`config.mk`:
```
export PLATFORM = sky130hd
export DESIGN_NAME = mem_wb_stage_flat
export DESIGN_NICKNAME = d
export VERILOG_FILES = /design/src/rtl/mem_wb_if.sv /design/src/rtl/mem_wb_stage.sv /design/src/flat_wrapper.sv
export SDC_FILE = /design/constraint.sdc
export NUM_CORES = 1
export LEC_CHECK = 0
export BUFFER_PORTS_ARGS = -buffer_cell sky130_fd_sc_hd__buf_2
export CAP_MARGIN = 20
export CELL_PAD_IN_SITES_DETAIL_PLACEMENT = 1
export CELL_PAD_IN_SITES_GLOBAL_PLACEMENT = 1
export CORE_MARGIN = 2
export CORE_UTILIZATION = 36
export CTS_BUF_LIST = sky130_fd_sc_hd__clkbuf_16
export DETAILED_ROUTE_END_ITERATION = 7
export PLACE_DENSITY_LB_ADDON = 0.2
export SKIP_CTS_REPAIR_TIMING = 1
export SKIP_LAST_GASP = 1
export SYNTH_ARGS = -nofsm -noshare
export SYNTH_HDL_FRONTEND = slang
export SYNTH_SLANG_ARGS = --single-unit
```
`constraint.sdc`:
```
create_clock -name clk -period 4.8 [get_ports clk]
set_input_delay 0.24 -clock clk [delete_from_list [all_inputs] [get_ports clk]]
set_output_delay 0.24 -clock clk [all_outputs]
set_load 0.02 [all_outputs]
```
`src/rtl/mem_wb_if.sv`:
```
// Signal bundle between execute, the memory/writeback stage, data memory and the register file.
interface mem_wb_if;
   logic        in_valid;
   logic        in_ready;
   logic [1:0]  in_kind;
   logic [2:0]  in_funct3;
   logic [4:0]  in_rd;
   logic [31:0] in_result;
   logic [31:0] in_store_data;
   logic        dmem_req;
   logic        dmem_we;
   logic [31:0] dmem_addr;
   logic [3:0]  dmem_be;
   logic [31:0] dmem_wdata;
   logic        dmem_ack;
   logic [31:0] dmem_rdata;
   logic        w_en;
   logic [4:0]  w_sel;
   logic [31:0] w_data;
   logic        fault;
   logic [1:0]  fault_cause;

   modport slave (
      input  in_valid, in_kind, in_funct3, in_rd, in_result, in_store_data, dmem_ack, dmem_rdata,
      output in_ready, dmem_req, dmem_we, dmem_addr, dmem_be, dmem_wdata, w_en, w_sel, w_data,
             fault, fault_cause
   );

   modport master (
      output in_valid, in_kind, in_funct3, in_rd, in_result, in_store_data, dmem_ack, dmem_rdata,
      input  in_ready, dmem_req, dmem_we, dmem_addr, dmem_be, dmem_wdata, w_en, w_sel, w_data,
             fault, fault_cause
   );
endinterface

```
`src/rtl/mem_wb_stage.sv`:
```
// Memory-access and writeback stage: runs loads/stores on a req/ack data bus with timeout,
// aligns load data and drives the register-file write port.
module mem_wb_stage #(
   parameter int unsigned DMEM_TIMEOUT = 255
) (
   input  logic    clk,
   input  logic    rst,
   mem_wb_if.slave bus
);
   localparam logic [1:0] KIND_ALU   = 2'b00;
   localparam logic [1:0] KIND_LOAD  = 2'b01;
   localparam logic [1:0] KIND_STORE = 2'b10;
   localparam logic [7:0] TIMEOUT_LIM = 8'(DMEM_TIMEOUT);

   typedef enum logic {IDLE = 1'b0, MEM = 1'b1} state_t;

   state_t      state_q, state_d;
   logic [7:0]  cnt_q, cnt_d;
   logic        req_q, req_d;
   logic        we_q, we_d;
   logic [31:0] addr_q, addr_d;
   logic [3:0]  be_q, be_d;
   logic [31:0] wdata_q, wdata_d;
   logic [1:0]  off_q, off_d;
   logic [2:0]  funct3_q, funct3_d;
   logic [4:0]  rd_q, rd_d;
   logic        w_en_q, w_en_d;
   logic [4:0]  w_sel_q, w_sel_d;
   logic [31:0] w_data_q, w_data_d;
   logic        fault_q, fault_d;
   logic [1:0]  fault_cause_q, fault_cause_d;

   logic        xfer, is_mem_op, legal, mem_start, mem_ack, mem_timeout;
   logic [3:0]  be_calc;
   logic [31:0] wdata_calc, load_val;
   logic [7:0]  byte_v;
   logic [15:0] half_v;

   // Access decode of the operation currently offered by execute.
   always_comb begin
      // NOTE: every always_comb output gets a default first so no path leaves it unassigned (no latch).
      legal      = 1'b0;
      be_calc    = 4'b0000;
      wdata_calc = '0;
      case (bus.in_funct3[1:0])
         2'b00: begin
            legal      = 1'b1;
            be_calc    = 4'b0001 << bus.in_result[1:0];
            wdata_calc = {4{bus.in_store_data[7:0]}};
         end
         2'b01: begin
            legal      = ~bus.in_result[0];
            be_calc    = bus.in_result[1] ? 4'b1100 : 4'b0011;
            wdata_calc = {2{bus.in_store_data[15:0]}};
         end
         2'b10: begin
            legal      = (bus.in_result[1:0] == 2'b00);
            be_calc    = 4'b1111;
            wdata_calc = bus.in_store_data;
         end
         default: legal = 1'b0;
      endcase
      // Unsigned variants exist only for byte/half loads.
      if (bus.in_funct3[2] && (bus.in_kind == KIND_STORE || bus.in_funct3[1])) legal = 1'b0;
   end

   always_comb begin
      byte_v = bus.dmem_rdata[{off_q, 3'b000} +: 8];
      half_v = off_q[1] ? bus.dmem_rdata[31:16] : bus.dmem_rdata[15:0];
      case (funct3_q[1:0])
         2'b00:   load_val = {{24{~funct3_q[2] & byte_v[7]}}, byte_v};
         2'b01:   load_val = {{16{~funct3_q[2] & half_v[15]}}, half_v};
         default: load_val = bus.dmem_rdata;
      endcase
   end

   always_ff @(posedge clk or posedge rst) begin
      // NOTE: sequential state uses non-blocking assignments so all flops sample the same pre-edge values.
      if (rst) state_q <= IDLE;
      else     state_q <= state_d;
   end

   always_comb begin
      xfer        = bus.in_valid && (state_q == IDLE);
      is_mem_op   = (bus.in_kind == KIND_LOAD) || (bus.in_kind == KIND_STORE);
      mem_start   = xfer && is_mem_op && legal;
      mem_ack     = (state_q == MEM) && bus.dmem_ack;
      mem_timeout = (state_q == MEM) && !bus.dmem_ack && (cnt_q + 8'd1 == TIMEOUT_LIM);
      state_d     = state_q;
      case (state_q)
         IDLE: if (mem_start) state_d = MEM;
         MEM:  if (mem_ack || mem_timeout) state_d = IDLE;
      endcase
   end

   always_comb begin
      cnt_d         = cnt_q;
      req_d         = req_q;
      we_d          = we_q;
      addr_d        = addr_q;
      be_d          = be_q;
      wdata_d       = wdata_q;
      off_d         = off_q;
      funct3_d      = funct3_q;
      rd_d          = rd_q;
      w_en_d        = 1'b0;
      w_sel_d       = w_sel_q;
      w_data_d      = w_data_q;
      fault_d       = 1'b0;
      fault_cause_d = fault_cause_q;

      if (xfer && bus.in_kind == KIND_ALU && bus.in_rd != 5'd0) begin
         w_en_d   = 1'b1;
         w_sel_d  = bus.in_rd;
         w_data_d = bus.in_result;
      end else if (xfer && is_mem_op && !legal) begin
         fault_d       = 1'b1;
         fault_cause_d = 2'b01;
      end else if (mem_start) begin
         cnt_d    = 8'd0;
         req_d    = 1'b1;
         we_d     = (bus.in_kind == KIND_STORE);
         addr_d   = {bus.in_result[31:2], 2'b00};
         be_d     = be_calc;
         wdata_d  = (bus.in_kind == KIND_STORE) ? wdata_calc : '0;
         off_d    = bus.in_result[1:0];
         funct3_d = bus.in_funct3;
         rd_d     = bus.in_rd;
      end

      if (mem_ack) begin
         req_d = 1'b0;
         if (!we_q && rd_q != 5'd0) begin
            w_en_d   = 1'b1;
            w_sel_d  = rd_q;
            w_data_d = load_val;
         end
      end else if (mem_timeout) begin
         req_d         = 1'b0;
         fault_d       = 1'b1;
         fault_cause_d = 2'b10;
      end else if (state_q == MEM) begin
         cnt_d = cnt_q + 8'd1;
      end
   end

   always_ff @(posedge clk or posedge rst) begin
      if (rst) begin
         cnt_q         <= '0;
         req_q         <= 1'b0;
         we_q          <= 1'b0;
         addr_q        <= '0;
         be_q          <= '0;
         wdata_q       <= '0;
         off_q         <= '0;
         funct3_q      <= '0;
         rd_q          <= '0;
         w_en_q        <= 1'b0;
         w_sel_q       <= '0;
         w_data_q      <= '0;
         fault_q       <= 1'b0;
         fault_cause_q <= '0;
      end else begin
         cnt_q         <= cnt_d;
         req_q         <= req_d;
         we_q          <= we_d;
         addr_q        <= addr_d;
         be_q          <= be_d;
         wdata_q       <= wdata_d;
         off_q         <= off_d;
         funct3_q      <= funct3_d;
         rd_q          <= rd_d;
         w_en_q        <= w_en_d;
         w_sel_q       <= w_sel_d;
         w_data_q      <= w_data_d;
         fault_q       <= fault_d;
         fault_cause_q <= fault_cause_d;
      end
   end

   always_comb begin
      bus.in_ready    = (state_q == IDLE);
      bus.dmem_req    = req_q;
      bus.dmem_we     = we_q;
      bus.dmem_addr   = addr_q;
      bus.dmem_be     = be_q;
      bus.dmem_wdata  = wdata_q;
      bus.w_en        = w_en_q;
      bus.w_sel       = w_sel_q;
      bus.w_data      = w_data_q;
      bus.fault       = fault_q;
      bus.fault_cause = fault_cause_q;
   end
endmodule

```
`src/flat_wrapper.sv`:
```
// flat-port wrapper written by rule: the top's interface ports become plain ports
module mem_wb_stage_flat 
#(
   parameter int unsigned DMEM_TIMEOUT = 255
)
  (clk, rst, bus_in_valid, bus_in_kind, bus_in_funct3, bus_in_rd, bus_in_result, bus_in_store_data, bus_dmem_ack, bus_dmem_rdata, bus_in_ready, bus_dmem_req, bus_dmem_we, bus_dmem_addr, bus_dmem_be, bus_dmem_wdata, bus_w_en, bus_w_sel, bus_w_data, bus_fault, bus_fault_cause);
  mem_wb_if bus_i ();
  input  logic clk;
  input  logic rst;
  input wire logic [$bits(bus_i.in_valid)-1:0] bus_in_valid;
  input wire logic [$bits(bus_i.in_kind)-1:0] bus_in_kind;
  input wire logic [$bits(bus_i.in_funct3)-1:0] bus_in_funct3;
  input wire logic [$bits(bus_i.in_rd)-1:0] bus_in_rd;
  input wire logic [$bits(bus_i.in_result)-1:0] bus_in_result;
  input wire logic [$bits(bus_i.in_store_data)-1:0] bus_in_store_data;
  input wire logic [$bits(bus_i.dmem_ack)-1:0] bus_dmem_ack;
  input wire logic [$bits(bus_i.dmem_rdata)-1:0] bus_dmem_rdata;
  output wire logic [$bits(bus_i.in_ready)-1:0] bus_in_ready;
  output wire logic [$bits(bus_i.dmem_req)-1:0] bus_dmem_req;
  output wire logic [$bits(bus_i.dmem_we)-1:0] bus_dmem_we;
  output wire logic [$bits(bus_i.dmem_addr)-1:0] bus_dmem_addr;
  output wire logic [$bits(bus_i.dmem_be)-1:0] bus_dmem_be;
  output wire logic [$bits(bus_i.dmem_wdata)-1:0] bus_dmem_wdata;
  output wire logic [$bits(bus_i.w_en)-1:0] bus_w_en;
  output wire logic [$bits(bus_i.w_sel)-1:0] bus_w_sel;
  output wire logic [$bits(bus_i.w_data)-1:0] bus_w_data;
  output wire logic [$bits(bus_i.fault)-1:0] bus_fault;
  output wire logic [$bits(bus_i.fault_cause)-1:0] bus_fault_cause;
  assign bus_i.in_valid = bus_in_valid;
  assign bus_i.in_kind = bus_in_kind;
  assign bus_i.in_funct3 = bus_in_funct3;
  assign bus_i.in_rd = bus_in_rd;
  assign bus_i.in_result = bus_in_result;
  assign bus_i.in_store_data = bus_in_store_data;
  assign bus_i.dmem_ack = bus_dmem_ack;
  assign bus_i.dmem_rdata = bus_dmem_rdata;
  assign bus_in_ready = bus_i.in_ready;
  assign bus_dmem_req = bus_i.dmem_req;
  assign bus_dmem_we = bus_i.dmem_we;
  assign bus_dmem_addr = bus_i.dmem_addr;
  assign bus_dmem_be = bus_i.dmem_be;
  assign bus_dmem_wdata = bus_i.dmem_wdata;
  assign bus_w_en = bus_i.w_en;
  assign bus_w_sel = bus_i.w_sel;
  assign bus_w_data = bus_i.w_data;
  assign bus_fault = bus_i.fault;
  assign bus_fault_cause = bus_i.fault_cause;
  mem_wb_stage #(.DMEM_TIMEOUT(DMEM_TIMEOUT)) u_core (.clk(clk), .rst(rst), .bus(bus_i));
endmodule
```
Yosys cells after proc, flatten, opt, wreduce, memory -nomap -nowiden
Index checks and enable logic that the tools add are counted.
W data, S select, Z words.
{"block": "totals", "reg_bits": 128, "inputBits": 110, "output_inout_bits": 112, "wordCells": 98}
{"block": "op_classes", "add_sub_neg": 1, "eq_ne": 8, "n_shift": 2, "n_mux": 39, "n_bitwise": 7, "reduce_logical": 26}
{"operator": "$mux W32", "n": 4}
{"operator": "$pmux W32 S3", "n": 1}
{"operator": "$pmux W32 S2", "n": 1}
{"operator": "$mux W8", "n": 6}
{"operator": "$shiftx A32 B6 Y8", "n": 1}
{"operator": "$mux W16", "n": 1}
{"operator": "$mux W1", "n": 15}
{"operator": "$mux W5", "n": 3}
{"operator": "$pmux W4 S3", "n": 1}
{"operator": "$logic_and A1 B1 Y1", "n": 11}
{"operator": "$reduce_bool A5 Y1", "n": 2}
{"operator": "$add A8 B1 Y8 const B", "n": 1}
{"operator": "$eq A8 B8 Y1 const B", "n": 1}
{"operator": "$logic_not A2 Y1", "n": 4}
{"operator": "$mux W2", "n": 4}
{"operator": "$eq A2 B1 Y1 const B", "n": 3}
{"operator": "$ne A3 B1 Y1 const B", "n": 2}
{"operator": "$reduce_and A3 Y1", "n": 2}
{"operator": "$not A1 Y1", "n": 5}
{"operator": "$eq A2 B2 Y1 const B", "n": 2}
{"operator": "$mux W4", "n": 1}
{"operator": "$shl A1 B2 Y4 const A", "n": 1}
{"operator": "$logic_not A1 Y1", "n": 3}
{"operator": "$logic_or A1 B1 Y1", "n": 3}
{"operator": "other kinds (4)", "n": 5}

Depth between registers and ports, before layout
{"block": "logic_depth", "word_depth": 11, "depth_mapped": 12, "mapped_depth_nobuf": 7}

Worst setup path after synthesis
Ideal clock, no wire load.
{"block": "synth_path", "path_type": "input -> register", "start": "input bus_in_rd[0]", "end": "register u_core.cnt_q[4]", "setup_ns": 0.118, "arrival_time_ns": 1.942, "required_ns": 4.682, "setup_slack_ns": 2.740, "stages": 7, "path_buffers": 2, "path_cell_list": "or4_1 > o21a_1 > buf_6 > or3_1 > buf_2 > mux2_2 > a21o_1"}
{"block": "synth_between", "elab_chain_cells": 6}
{"item": "start, declared", "line": "flat_wrapper.sv:13", "source": "input wire logic [$bits(bus_i.in_rd)-1:0] bus_in_rd;"}
{"item": "$reduce_bool A5 Y1 (*)", "line": "mem_wb_stage.sv:112", "source": "if (xfer && bus.in_kind == KIND_ALU && bus.in_rd != 5'd0) begin"}
{"item": "$logic_and A1 B1 Y1 (*)", "line": "mem_wb_stage.sv:112"}
{"item": "$mux W8 (*)", "line": "mem_wb_stage.sv:112"}
{"item": "$mux W8", "line": "mem_wb_stage.sv:142", "source": "end else if (state_q == MEM) begin"}
{"item": "$mux W8", "line": "mem_wb_stage.sv:138", "source": "end else if (mem_timeout) begin"}
{"item": "$mux W8 (*)", "line": "mem_wb_stage.sv:131", "source": "if (mem_ack) begin"}
{"item": "via u_core.cnt_d[4]", "line": "mem_wb_stage.sv:18", "source": "logic [7:0] cnt_q, cnt_d;"}
{"item": "end signal, assigned", "line": "mem_wb_stage.sv:164", "source": "cnt_q <= cnt_d;"}
{"item": "end, declared", "line": "mem_wb_stage.sv:18"}
Mark *: on every way through the listed nets, which the timed path passes. The rest lies on a longest branch.
A chain may end at the register's enable or synchronous reset.

Worst setup path in the final report
{"block": "layout_path", "start": "register u_core.state_q", "end": "register u_core.cnt_q[5]"}
{"block": "layout_between", "elab_chain_cells": 10, "elab_cells_between_ends": 16, "cone_classes": "mux: 6; bitwise: 1; reduce/logical: 9"}
{"item": "start, declared", "line": "mem_wb_stage.sv:17", "source": "state_t state_q, state_d;"}
{"item": "start signal, assigned", "line": "mem_wb_stage.sv:80", "source": "else state_q <= state_d;"}
{"item": "$not A1 Y1", "line": "mem_wb_stage.sv:84", "source": "xfer = bus.in_valid && (state_q == IDLE);"}
{"item": "$logic_and A1 B1 Y1", "line": "mem_wb_stage.sv:84"}
{"item": "$logic_and A1 B1 Y1", "line": "mem_wb_stage.sv:86, mem_wb_stage.sv:116"}
{"item": "$logic_and A1 B1 Y1", "line": "mem_wb_stage.sv:86", "source": "mem_start = xfer && is_mem_op && legal;"}
{"item": "$mux W8", "line": "mem_wb_stage.sv:119", "source": "end else if (mem_start) begin"}
{"item": "$mux W8", "line": "mem_wb_stage.sv:116", "source": "end else if (xfer && is_mem_op && !legal) begin"}
{"item": "$mux W8", "line": "mem_wb_stage.sv:112"}
{"item": "$mux W8", "line": "mem_wb_stage.sv:142"}
{"item": "$mux W8", "line": "mem_wb_stage.sv:138"}
{"item": "$mux W8 (*)", "line": "mem_wb_stage.sv:131"}
{"item": "via u_core.cnt_d[5]", "line": "mem_wb_stage.sv:18"}
Marks and branches as above.

==> impl_summary.log <==
[metrics] outcome: complete, but fails checks
[metrics] violations in the final reports: hold timing
[metrics] maximum clock insertion buffer count: 2
[metrics] internal reg-to-reg setup slack: 1.96 ns
[metrics] worst min-delay path class: input pin to asynchronous set/reset pin
[metrics] met3 demand-to-capacity share in global routing: 0.05852
[metrics] largest net degree at the start of global routing: 90
[metrics] share of synthesized registers carrying an async set or reset: 1.000
[metrics] cell depth of the worst flop-to-flop path: 7
[metrics] master of the slowest instance on the critical path: or3_4
[metrics] Seq. cell area: 3203 sq um
[metrics] Synth cell types: 40
[metrics] Slowest Stage Delay on Critical Path: 0.87 ns
[metrics] DRC violation count after routing: 0
[metrics] CP Cell Sequence: nor2b_1 > and2_1 > o21a_1 > buf_4 > or3_4 > mux2_2 > a21o_1
[metrics] critical path class: flop to flop
[metrics] Detail Placement HPWL: 15,260 um
[metrics] floorplan die width: 137.0 um
[metrics] initial standard-cell utilization of the core: 0.3684
[metrics] router iterations before antenna repair: 4
[metrics] share of the synthesized area in the top cell type: 0.5027
[metrics] maximum net fanout on the critical path: 89
[metrics] area of the multi-input gates: 2889 sq um
[metrics] post-route clock skew: 0.01100 ns
[metrics] vias in the first global route: 6,265
[metrics] ratio of total power to cell area: 518.4 nW/um^2
[metrics] drt first-iter violations: 285
[metrics] post-synth top area cell: dfrtp_1
[metrics] share of the yosys chip area belonging to registers: 0.5027
[metrics] Total Die Area: 18,780 sq um
[metrics] endpoint type of the worst setup path: flop
[metrics] worst reg2reg path endpoint: u_core.cnt_q[5]$_DFF_PP0_
[metrics] synthesized netlist cell count: 774
[metrics] core area: 17,300 sq um
[metrics] number of synthesized register bits: 128
[metrics] TritonCTS clock tree: yes
[metrics] met1 usage in global routing: 0.2964
[metrics] critical path required time: 5.16 ns
[metrics] crit path launch type: flop
[metrics] arrival time of data at the critical path endpoint: 3.20 ns
[metrics] most used flip-flop cell after synthesis: dfrtp_1
[metrics] setup TNS: 0 ns
[metrics] category of cells accounting for the largest share of critical-path delay: simple AND/OR/NAND/NOR gates
[metrics] fraction of final layout cells sized beyond drive strength 1: 0.2720
[metrics] number of synthesized flops with an enable pin: 0
[metrics] Max Freq: 352.1 MHz
[metrics] cell area after technology mapping: 6372 sq um
[metrics] clock slew at reported path FFs: 0.06 ns
[metrics] ratio of final minimum period to clock period: 0.5917
[metrics] PortBufs: 219
[metrics] top area cells in the synthesized netlist: dfrtp_1 (50%), nand2_1 (17%), o21ai_0 (3.7%)
[metrics] Cell Count Post-Placement: 1,171
[metrics] most utilized layer in the global route result: met2
[metrics] number of maximum-capacitance violations: 0
[metrics] source of the worst register-to-register timing path: u_core.state_q$_DFF_PP0_
[metrics] CTS H-tree lvls: 4
[metrics] Final ANT Viol Nets: 0
[metrics] clock buffers created by TritonCTS: 17
[metrics] WL/cell: 17.68 um
[metrics] sink count of the clock tree: 128
[metrics] synthesis warning total: 0
[metrics] met2 demand-to-capacity share in global routing: 0.3897
[metrics] VDD IR-drop max: 261.4 uV
[metrics] slew margin rel.: 0.3336
[metrics] global-route wire length before repair: 33,370 um
[metrics] leakage power figure: 4.393 nW
[metrics] total number of vias: 6,183
[metrics] number of primary I/O pins: 222
[metrics] Core Rows: 48
[metrics] post-layout min period: 2.840 ns
[metrics] Die Ht: 137.0 um
[metrics] total power after layout: 4.274 mW
[metrics] number of nets in the layout: 1,079
[metrics] signed area change from the synthesized netlist to the final layout: 29.39%
[metrics] Post-Route Hold Slack: -0.04654 ns
[metrics] initial antenna violation count: 3
[metrics] count of final hold-check violations: 52
[metrics] Root Buffer: clkbuf_16
[metrics] final standard cell count with taps included and fillers excluded: 1,206
[metrics] Worst Tran Pin Value: 0.9996 ns
[metrics] average via count per standard cell: 5.127
[metrics] total wire length after detailed routing: 21,330 um
[metrics] global placer's final weighted congestion: 0.8233
[metrics] Clock Latency Late Sink: 0.42 ns
[metrics] post-synthesis average cell area: 8.233 sq um
[metrics] Final setup violation count: 0
[metrics] overall routing resource usage: 0.2307
[metrics] Buf/Inv on CP: 1
[metrics] count of filler cells inserted in the layout: 2,157
[metrics] RSZ-0062 raised after global routing: no
[metrics] number of max-slew violations in the final report: 0
[metrics] overall overflow remaining after global route: 0
## worst reg2reg max path, cell delays in order (launching register included)
cell,delay (ns)
dfrtp_1,0.42
nor2b_1,0.22
and2_1,0.32
o21a_1,0.17
buf_4,0.35
or3_4,0.87
mux2_2,0.33
a21o_1,0.11
## cell usage in the layout, fill, tap and decap left out, drive strengths merged, types with 4 or more instances in the layout
cell / n
a22oi: 8
a21o: 13
clkbuf: 17
clkinv: 6
a21oi: 22
inv: 20
nor3: 5
nand2: 290
buf: 226
mux2i: 10
nor2b: 16
ha: 4
o21ai: 49
and3: 9
a211oi: 24
nand2b: 4
bufinv: 5
dfrtp: 128
nand3: 40
a31oi: 35
nor2: 13
## flip-flops by register name, indices dropped and copies added, names as in the netlist
register and count:
u_core.bus.dmem_addr 30, u_core.bus.dmem_be 4, u_core.bus.dmem_req 1, u_core.bus.dmem_wdata 32, u_core.bus.dmem_we 1, u_core.bus.fault 1, u_core.bus.fault_cause 2, u_core.bus.w_data 32
u_core.bus.w_en 1, u_core.bus.w_sel 5, u_core.cnt_q 8, u_core.funct3_q 3, u_core.off_q 2, u_core.rd_q 5, u_core.state_q 1
## how the worst max path moves through the flow
| stage | from | to | slack, ns | cells past startpoint |
|---|---|---|---|---|
| final | u_core.state_q$_DFF_PP0_ | u_core.cnt_q[5]$_DFF_PP0_ | 1.96 | 7 |
| after global routing | u_core.state_q$_DFF_PP0_ | u_core.cnt_q[3]$_DFF_PP0_ | 1.65 | 7 |
| after CTS | u_core.state_q$_DFF_PP0_ | u_core.cnt_q[5]$_DFF_PP0_ | 1.87 | 7 |
| after detailed placement | u_core.state_q$_DFF_PP0_ | u_core.cnt_q[5]$_DFF_PP0_ | 1.94 | 7 |
| after global placement | bus_in_rd[0] | u_core.cnt_q[4]$_DFF_PP0_ | 1.97 | 7 |
| after floorplan | rst | u_core.bus.dmem_addr[10]$_DFFE_PP0P_ | 1.15 | 1 |
## final cells by class
type	count	share of cell area
inverter	18	0.008801
clock inverter	15	0.02640
antenna	3	0.0009105
timing repair buffer	226	0.1393
multi-input combinational	574	0.3504
sequential	128	0.3885
tap	225	0.03414
clock buffer	17	0.05159
## synthesized netlist by cell type, types with 5 or more instances
cell / n
nand2_1: 290
dfrtp_1: 128
o21ai_0: 47
nand3_1: 40
a31oi_1: 35
clkbuf_1: 35
a211oi_1: 24
a21oi_1: 22
inv_1: 18
nor2b_1: 16
buf_2: 14
a21o_1: 13
nor2_1: 13
mux2i_1: 10
and3_1: 9
a22oi_1: 8
nor3_1: 5
## kinds of logic after synthesis
logic type / Yosys count / share of synthesized area
AND/OR/NAND/NOR: 389 / 0.2556
AO/OA/AOI/OAI: 163 / 0.1588
flip-flops: 128 / 0.5027
buffers and inverters: 73 / 0.04928
multiplexers: 13 / 0.02101
adder cells (fa/ha/maj): 4 / 0.007854
XOR/XNOR: 3 / 0.004124
other: 1 / 0.0005885
## metrics by stage
stage / utilization / setup slack (ns) / instance area, sq um / hold slack, ns
after global placement: 0.4391 / 1.972 / 7595 / 0.4419
after CTS: 0.4763 / 1.871 / 8238 / -0.01404
after floorplan: - / 1.147 / 6376 / 0.3454
final: 0.4767 / 1.960 / 8245 / -0.04654
after global routing: 0.4763 / 1.652 / 8238 / 0.003560
after detailed placement: 0.4391 / 1.938 / 7595 / 0.4368
## power breakdown
group	internal (mW)	leakage, nW	switching [mW]	total (mW)
Combinational	0.441	2.46	0.828	1.27
Sequential	1.37	1.62	0.220	1.59
Clock	0.919	0.312	0.496	1.42
## layer usage
layer / routed length (um) / share of wire / vias to the layer above
met1: 9349 / 0.44 / 3015
met3: 1166 / 0.055 / 17
met4: 199 / 0.0093 / 4
met5: 27 / 0.0013 / -
met2: 10580 / 0.50 / 152
li1: - / - / 2995
(Power assumes the default switching activity.)
